<file path="src/rtl/rvcore_pkg.sv">
// Shared definitions for the rvcore register file: index width, clear-FSM
// encoding and the register-index legality check.
// Latency: n/a (types and a pure function). Backpressure: n/a.
package rvcore_pkg;

  localparam int REG_IDX_W = 5;

  typedef enum logic {
    CLEAR = 1'b0,
    RUN   = 1'b1
  } clr_state_t;

  // x0 is hardwired to zero and indices at or above the implemented count
  // (RV32E) do not exist; neither may be written, read back or reserved.
  function automatic logic reg_legal(input logic [REG_IDX_W-1:0] idx, input int nreg);
    return (idx != '0) && (int'(idx) < nreg);
  endfunction

endpackage

</file>
<file path="src/rtl/regfile_scb_if.sv">
// Decode/issue + writeback bundle for regfile_scb.
// Ports: en, ready, rs/rdata/rbusy (NRP read ports), iss_valid/iss_rd/iss_ok
// (reservation handshake), we/rd/wdata (writeback). Latency/backpressure: n/a.
interface regfile_scb_if import rvcore_pkg::*; #(
  parameter int XLEN = 32,
  parameter int NRP  = 2
);
  logic                     en;
  logic                     ready;
  logic [NRP*REG_IDX_W-1:0] rs;
  logic [NRP*XLEN-1:0]      rdata;
  logic [NRP-1:0]           rbusy;
  logic                     iss_valid;
  logic [REG_IDX_W-1:0]     iss_rd;
  logic                     iss_ok;
  logic                     we;
  logic [REG_IDX_W-1:0]     rd;
  logic [XLEN-1:0]          wdata;

  // Pipeline side
  modport master (
    output en, rs, iss_valid, iss_rd, we, rd, wdata,
    input  ready, rdata, rbusy, iss_ok
  );

  // Register file side
  modport slave (
    input  en, rs, iss_valid, iss_rd, we, rd, wdata,
    output ready, rdata, rbusy, iss_ok
  );
endinterface

</file>
<file path="src/rtl/regfile_scb_board.sv">
// Pending-bit scoreboard: one bit per register, set by an accepted issue and
// cleared by writeback. Latency: iss_ok is combinational, pend updates next edge.
// Backpressure: a rejected issue (iss_ok=0) is dropped; the issuer holds and stalls.
// Ports: clk/rst, act (ready & en), wr_en/wr_a (qualified writeback),
// iss_valid/iss_rd -> iss_ok, pend (registered pending vector).
module regfile_scb_board import rvcore_pkg::*; #(
  parameter int NREG = 32,
  localparam int IW  = $clog2(NREG)
) (
  input  logic                 clk,
  input  logic                 rst,
  input  logic                 act,
  input  logic                 wr_en,
  input  logic [IW-1:0]        wr_a,
  input  logic                 iss_valid,
  input  logic [REG_IDX_W-1:0] iss_rd,
  output logic                 iss_ok,
  output logic [NREG-1:0]      pend
);

  logic [NREG-1:0] pend_q, pend_d;
  logic [IW-1:0]   iss_a;

  assign iss_a = iss_rd[IW-1:0];

  // Checked against the pre-write bit so a register still in flight can
  // never be reserved twice, even when its writeback lands this cycle.
  assign iss_ok = act && iss_valid && reg_legal(iss_rd, NREG) && !pend_q[iss_a];

  // Set is applied after clear: a new reservation outlives a same-cycle writeback.
  always_comb begin
    pend_d = pend_q;
    if (wr_en)  pend_d[wr_a]  = 1'b0;
    if (iss_ok) pend_d[iss_a] = 1'b1;
  end

  always_ff @(posedge clk or posedge rst) begin
    if (rst) pend_q <= '0;
    else     pend_q <= pend_d;
  end

  assign pend = pend_q;

endmodule

</file>
<file path="src/rtl/regfile_scb.sv">
// Register file with NRP combinational read ports, optional writeback bypass,
// pending scoreboard and a post-reset clear sequence (one entry per cycle).
// Latency: reads combinational, writes visible next cycle (same cycle with BYPASS).
// Backpressure: ready=0 during clear blocks everything; rejected issues are dropped.
// Ports: clk, rst (async, active-high), bus (regfile_scb_if.slave).
module regfile_scb import rvcore_pkg::*; #(
  parameter int XLEN   = 32,
  parameter int NREG   = 32,
  parameter int NRP    = 2,
  parameter int BYPASS = 1
) (
  input  logic          clk,
  input  logic          rst,
  regfile_scb_if.slave  bus
);

  localparam int            IW   = $clog2(NREG);
  localparam logic [IW-1:0] LAST = IW'(NREG - 1);

  logic [XLEN-1:0] mem [NREG];

  clr_state_t      state_q, state_d;
  logic [IW-1:0]   idx_q, idx_d;
  logic            clr_we;
  logic            ready;
  logic            wr_en;
  logic [IW-1:0]   wr_a;
  logic [NREG-1:0] pend;
  logic            iss_ok;

  // Clear FSM: x0 is never stored, so the sweep starts at entry 1.
  always_ff @(posedge clk or posedge rst) begin
    if (rst) begin
      state_q <= CLEAR;
      idx_q   <= IW'(1);
    end else begin
      state_q <= state_d;
      idx_q   <= idx_d;
    end
  end

  always_comb begin
    state_d = state_q;
    idx_d   = idx_q;
    clr_we  = 1'b0;
    if (state_q == CLEAR) begin
      clr_we = 1'b1;
      idx_d  = idx_q + IW'(1);
      if (idx_q == LAST) state_d = RUN;
    end
  end

  // ready is the state register itself, so it is glitch-free.
  assign ready     = (state_q == RUN);
  assign bus.ready = ready;

  assign wr_en = ready && bus.en && bus.we && reg_legal(bus.rd, NREG);
  assign wr_a  = bus.rd[IW-1:0];

  // Storage has no reset; the clear sequence initialises it.
  always_ff @(posedge clk) begin
    if (clr_we)     mem[idx_q] <= '0;
    else if (wr_en) mem[wr_a]  <= bus.wdata;
  end

  regfile_scb_board #(.NREG(NREG)) u_board (
    .clk       (clk),
    .rst       (rst),
    .act       (ready && bus.en),
    .wr_en     (wr_en),
    .wr_a      (wr_a),
    .iss_valid (bus.iss_valid),
    .iss_rd    (bus.iss_rd),
    .iss_ok    (iss_ok),
    .pend      (pend)
  );

  assign bus.iss_ok = iss_ok;

  // Read ports. Illegal indices and the not-ready state read as zero and
  // never busy; forwarding implies legality because wr_en already checked rd.
  for (genvar g = 0; g < NRP; g++) begin : g_rp
    logic [REG_IDX_W-1:0] a;
    logic                 legal;
    logic                 fwd;

    assign a     = bus.rs[g*REG_IDX_W +: REG_IDX_W];
    assign legal = ready && reg_legal(a, NREG);
    assign fwd   = (BYPASS != 0) && wr_en && (bus.rd == a);

    assign bus.rdata[g*XLEN +: XLEN] = fwd   ? bus.wdata :
                                       legal ? mem[a[IW-1:0]] : '0;
    assign bus.rbusy[g]              = !fwd && legal && pend[a[IW-1:0]];
  end

endmodule

</file>
<file path="src/flat_wrapper.sv">
// flat-port wrapper written by rule: the top's interface ports become plain ports
module regfile_scb_flat import rvcore_pkg::*;
#(
  parameter int XLEN   = 32,
  parameter int NREG   = 32,
  parameter int NRP    = 2,
  parameter int BYPASS = 1
)
  (clk, rst, bus_en, bus_rs, bus_iss_valid, bus_iss_rd, bus_we, bus_rd, bus_wdata, bus_ready, bus_rdata, bus_rbusy, bus_iss_ok);
  regfile_scb_if #(.XLEN(XLEN), .NRP(NRP)) bus_i ();
  input  logic clk;
  input  logic rst;
  input wire logic [$bits(bus_i.en)-1:0] bus_en;
  input wire logic [$bits(bus_i.rs)-1:0] bus_rs;
  input wire logic [$bits(bus_i.iss_valid)-1:0] bus_iss_valid;
  input wire logic [$bits(bus_i.iss_rd)-1:0] bus_iss_rd;
  input wire logic [$bits(bus_i.we)-1:0] bus_we;
  input wire logic [$bits(bus_i.rd)-1:0] bus_rd;
  input wire logic [$bits(bus_i.wdata)-1:0] bus_wdata;
  output wire logic [$bits(bus_i.ready)-1:0] bus_ready;
  output wire logic [$bits(bus_i.rdata)-1:0] bus_rdata;
  output wire logic [$bits(bus_i.rbusy)-1:0] bus_rbusy;
  output wire logic [$bits(bus_i.iss_ok)-1:0] bus_iss_ok;
  assign bus_i.en = bus_en;
  assign bus_i.rs = bus_rs;
  assign bus_i.iss_valid = bus_iss_valid;
  assign bus_i.iss_rd = bus_iss_rd;
  assign bus_i.we = bus_we;
  assign bus_i.rd = bus_rd;
  assign bus_i.wdata = bus_wdata;
  assign bus_ready = bus_i.ready;
  assign bus_rdata = bus_i.rdata;
  assign bus_rbusy = bus_i.rbusy;
  assign bus_iss_ok = bus_i.iss_ok;
  regfile_scb #(.XLEN(XLEN), .NREG(NREG), .NRP(NRP), .BYPASS(BYPASS)) u_core (.clk(clk), .rst(rst), .bus(bus_i));
endmodule
</file>
<file path="config.mk">
export PLATFORM = sky130hd
export DESIGN_NAME = regfile_scb_flat
export DESIGN_NICKNAME = d
export VERILOG_FILES = /design/src/rtl/rvcore_pkg.sv /design/src/rtl/regfile_scb_if.sv /design/src/rtl/regfile_scb_board.sv /design/src/rtl/regfile_scb.sv /design/src/flat_wrapper.sv
export SDC_FILE = /design/constraint.sdc
export NUM_CORES = 1
export LEC_CHECK = 0
export CAP_MARGIN = 20
export CORE_MARGIN = 2
export CORE_UTILIZATION = 45
export DETAILED_ROUTE_END_ITERATION = 12
export GPL_ROUTABILITY_DRIVEN = 0
export HOLD_SLACK_MARGIN = 0.05
export REMOVE_ABC_BUFFERS = 1
export SETUP_SLACK_MARGIN = 0.1
export SYNTH_ARGS = -nofsm -noshare
export SYNTH_HDL_FRONTEND = slang
export SYNTH_SLANG_ARGS = --single-unit
</file>
<file path="constraint.sdc">
create_clock -name clk -period 6 [get_ports clk]
set_clock_uncertainty 0.2 [all_clocks]
set_input_delay 1.2 -clock clk [delete_from_list [all_inputs] [get_ports clk]]
set_output_delay 1.2 -clock clk [all_outputs]
set_load 0.02 [all_outputs]
</file>
==> reports/results.ini <==
[placement]
place.detailed.hpwl_um=105000
io_buffers=124
dpl_cell_area_um2=55100

[synth]
synthFlopType=edfxtp_1
yosysMostFrequentCell=edfxtp_1
yosysTopAreaCell=edfxtp_1
synth-async-reset-ratio_pct=3.58
post_synth_inst_count=2933
syn-mean-instance-area_um2=17.3
post_synth_main_area_contributors=edfxtp_1, mux4_2, mux2i_1
synth_seq_area_share_pct=62.4
synth_top_area_share_pct=60.5
synth.distinct_cells=67
syn-cell-area_um2=50800
synth-warning-count=0
synth_enable_flop_cells=1024
synth.top_cells.by_count=edfxtp_1, mux4_2, mux2i_1
yosys_register_bits=1062

[finish]
final_cell_area_um2=58700
layout-area-overhead-vs-synth_pct=15.7
fin_nets=3181
post_route_cells_drive_above_1_share_pct=28.4
fill_cells=8859

[global_route]
number_of_global_route_vias_before_repair=33400
number_of_antenna_violations_at_the_first_check_in_global_routing=4
total_global_routing_track_utilization_pct=30.3
globalRoute.totalOverflow=0
grt_first_pass_wirelength_um=249000
pin_count_of_the_biggest_net_entering_global_routing=54

[timing]
min_period_ns=5.68
timing.setup.tns_ns=0
final.hold.worst_slack_ns=0.203
achievable-frequency_ghz=0.176
grt_setup_unrepaired=no
max_slew.worst_pin.slew_ns=1.24
setup_violations=0
slew_violations=0
layout_worst_path_cycle_share_pct=94.7
timing_hold_violations_final=0
timing.slew.headroom_pct=17.3

[die]
initial_utilization_pct=45.3
chipHeight_um=340
die-area_um2=116000
design.portCount=125
std_cell_rows=123
placeableCoreArea_um2=112000
floorplan.die.width_um=340

[run]
maxCapViolCount=0

[worst_setup_path]
arrival_ns=4.28
cp_num_cells=8
cpLargestDelayFamily=buffers and inverters
cp_cell_sequence=clkdlybuf4s50_1 > nor2_1 > a21o_1 > nor3_4 > and3b_2 > buf_4 > a221o_1 > clkdlybuf4s50_1
timing.setup.critical_path_class=input pin to primary output
rr_worst_depth=6
critical_path.max_fanout=9
crit_path_top_delay_cell=clkdlybuf4s50_1
crit_path_max_incr_delay_ns=0.61
setup.worst_path.start_class=input pin
timing.critical_path.buf_inv=3
crit_top_cell=clkdlybuf4s50_1
worstSetupEndpointType=primary output
required_time_at_the_endpoint_of_the_critical_path_ns=4.60

[cts]
path_clk_slew_ns=0.06
clockRootBuffer=clkbuf_16
total_clock_buffers_created_by_cts=113
post_cts_setup_buffer_count=0
htree_levels=3
clock_tree_from_tritoncts=built
clockBufferDepth=3
clock_latency_ns=0.69
numClockSinks=1062

[power]
totalPowerFinal_mw=16.4
pwr_density_nw_per_um2=280
power_leakage_nw=21.1
worst_ir_drop_vdd_mv=0.232

[drt]
ant_nets=0
drcViolationCount=0
route.vias.total=33200
detailedRoute.firstPassIterationCount=8
wl_um=177000
routedWlPerCell_um=37.5
post_drt_via_cell_ratio=7.03
first_iter_violations=4663

[outcome]
outcome=complete, no violations

[worst_hold_path]
worst_hold_path.num_cells=0
holdCritPathClass=flop to flop

-- cell families (layout without fill, tap and decap cells) --
| logic type | Yosys count | count (layout) | share of synthesized area (%) |
|---|---|---|---|
| fa+ha+maj | 2 | 2 | 0.0493 |
| flops | 1062 | 1062 | 62.4 |
| xor+xnor | 13 | 13 | 0.224 |
| other cells | 0 | 2 | 0 |
| simple gates | 329 | 329 | 3.26 |
| buf+inv | 254 | 536 | 2.20 |
| compound gates | 569 | 569 | 8.36 |
| mux | 704 | 704 | 23.5 |
-- area by class of cell --
cell class / count / area (µm²) / share of cell area (%)
sequential: 1062 / 31700 / 54.0
multi-input combinational: 1617 / 18300 / 31.2
timing repair buffer: 322 / 3230 / 5.50
clock buffer: 132 / 3000 / 5.10
tap: 1500 / 1880 / 3.19
clock inverter: 76 / 579 / 0.986
inverter: 6 / 22.5 / 0.0383
antenna: 2 / 5.00 / 0.00852
-- power by group --
| part | internal [mW] | total (mW) | switching (mW) | leakage [nW] |
|---|---|---|---|---|
| clock | 3.89 | 6.84 | 2.96 | 1.76 |
| sequential | 8.13 | 8.15 | 0.0231 | 11.7 |
| combinational | 0.554 | 1.45 | 0.896 | 7.64 |
-- path summary, 6_finish.rpt --
kind | slack [ns] | endpoint | start
min reg2reg | 0.20 | u_core.u_board.pend[0]$_DFF_PP0_ | u_core.u_board.pend[0]$_DFF_PP0_
min in group asynchronous | 0.73 | u_core.u_board.pend[23]$_DFF_PP0_ | rst
min | 0.20 | u_core.u_board.pend[0]$_DFF_PP0_ | u_core.u_board.pend[0]$_DFF_PP0_
max in group asynchronous | 4.51 | u_core.idx_q[0]$_DFFE_PP1N_ | rst
max reg2reg | 2.09 | u_core.mem[6][19]$_DFFE_PP_ | u_core.bus.ready$_DFF_PP0_
max | 0.32 | bus_rdata[56] | bus_rd[0]
-- routing by layer --
metal | track usage, % | vias to the layer above | wire length, µm
li1 | - | 12900 | -
met1 | 40.6 | 17500 | 66300
met2 | 48.0 | 2274 | 83300
met3 | 6.32 | 465 | 19100
met4 | 13.3 | 8 | 8210
met5 | 0.327 | - | 87
-- worst register-to-register path, stage by stage (launching register included) --
cell	delay, ns
dfrtp_1	0.32
buf_4	0.27
nand3_1	0.33
a21o_1	0.43
o32a_1	0.56
nor2_4	0.65
buf_4	0.73
-- state kept, by name, indices dropped and copies added (netlist names) --
register and count:
u_core.mem 1024, u_core.u_board.pend 32, u_core.idx_q 5, u_core.bus.ready 1
-- per-stage QoR --
| stage | utilization, % | setup slack, ns | cells |
|---|---|---|---|
| 2_1_floorplan | - | 0.498 | 2685 |
| 3_3_place_gp | 49.2 | 0.362 | 4506 |
| 3_5_place_dp | 49.2 | 0.344 | 4506 |
| 4_1_cts | 52.3 | 0.307 | 4714 |
| 5_1_grt | 52.4 | 0.221 | 4715 |
| 6_report | 52.4 | 0.319 | 4717 |
-- placed cells by master (no fill, tap or decap), types with 33 or more instances in the layout --
cell type	n
buf_12	41
nor2_4	33
mux4_2	383
o221ai_1	78
a221oi_1	57
clkbuf_16	117
mux2_2	81
mux2i_1	240
dfrtp_1	37
buf_4	171
a22oi_1	36
nor2b_1	37
o21ai_0	107
and2_1	38
edfxtp_1	1024
nand2_1	119
clkdlybuf4s50_1	103
a21oi_1	77
-- timing repair --
item                       in CTS  in global routing
resized for setup               0                  1
hold buffers                    0                  0
setup endpoints to repair       0                  1
Power figures use the tool's default switching activity.
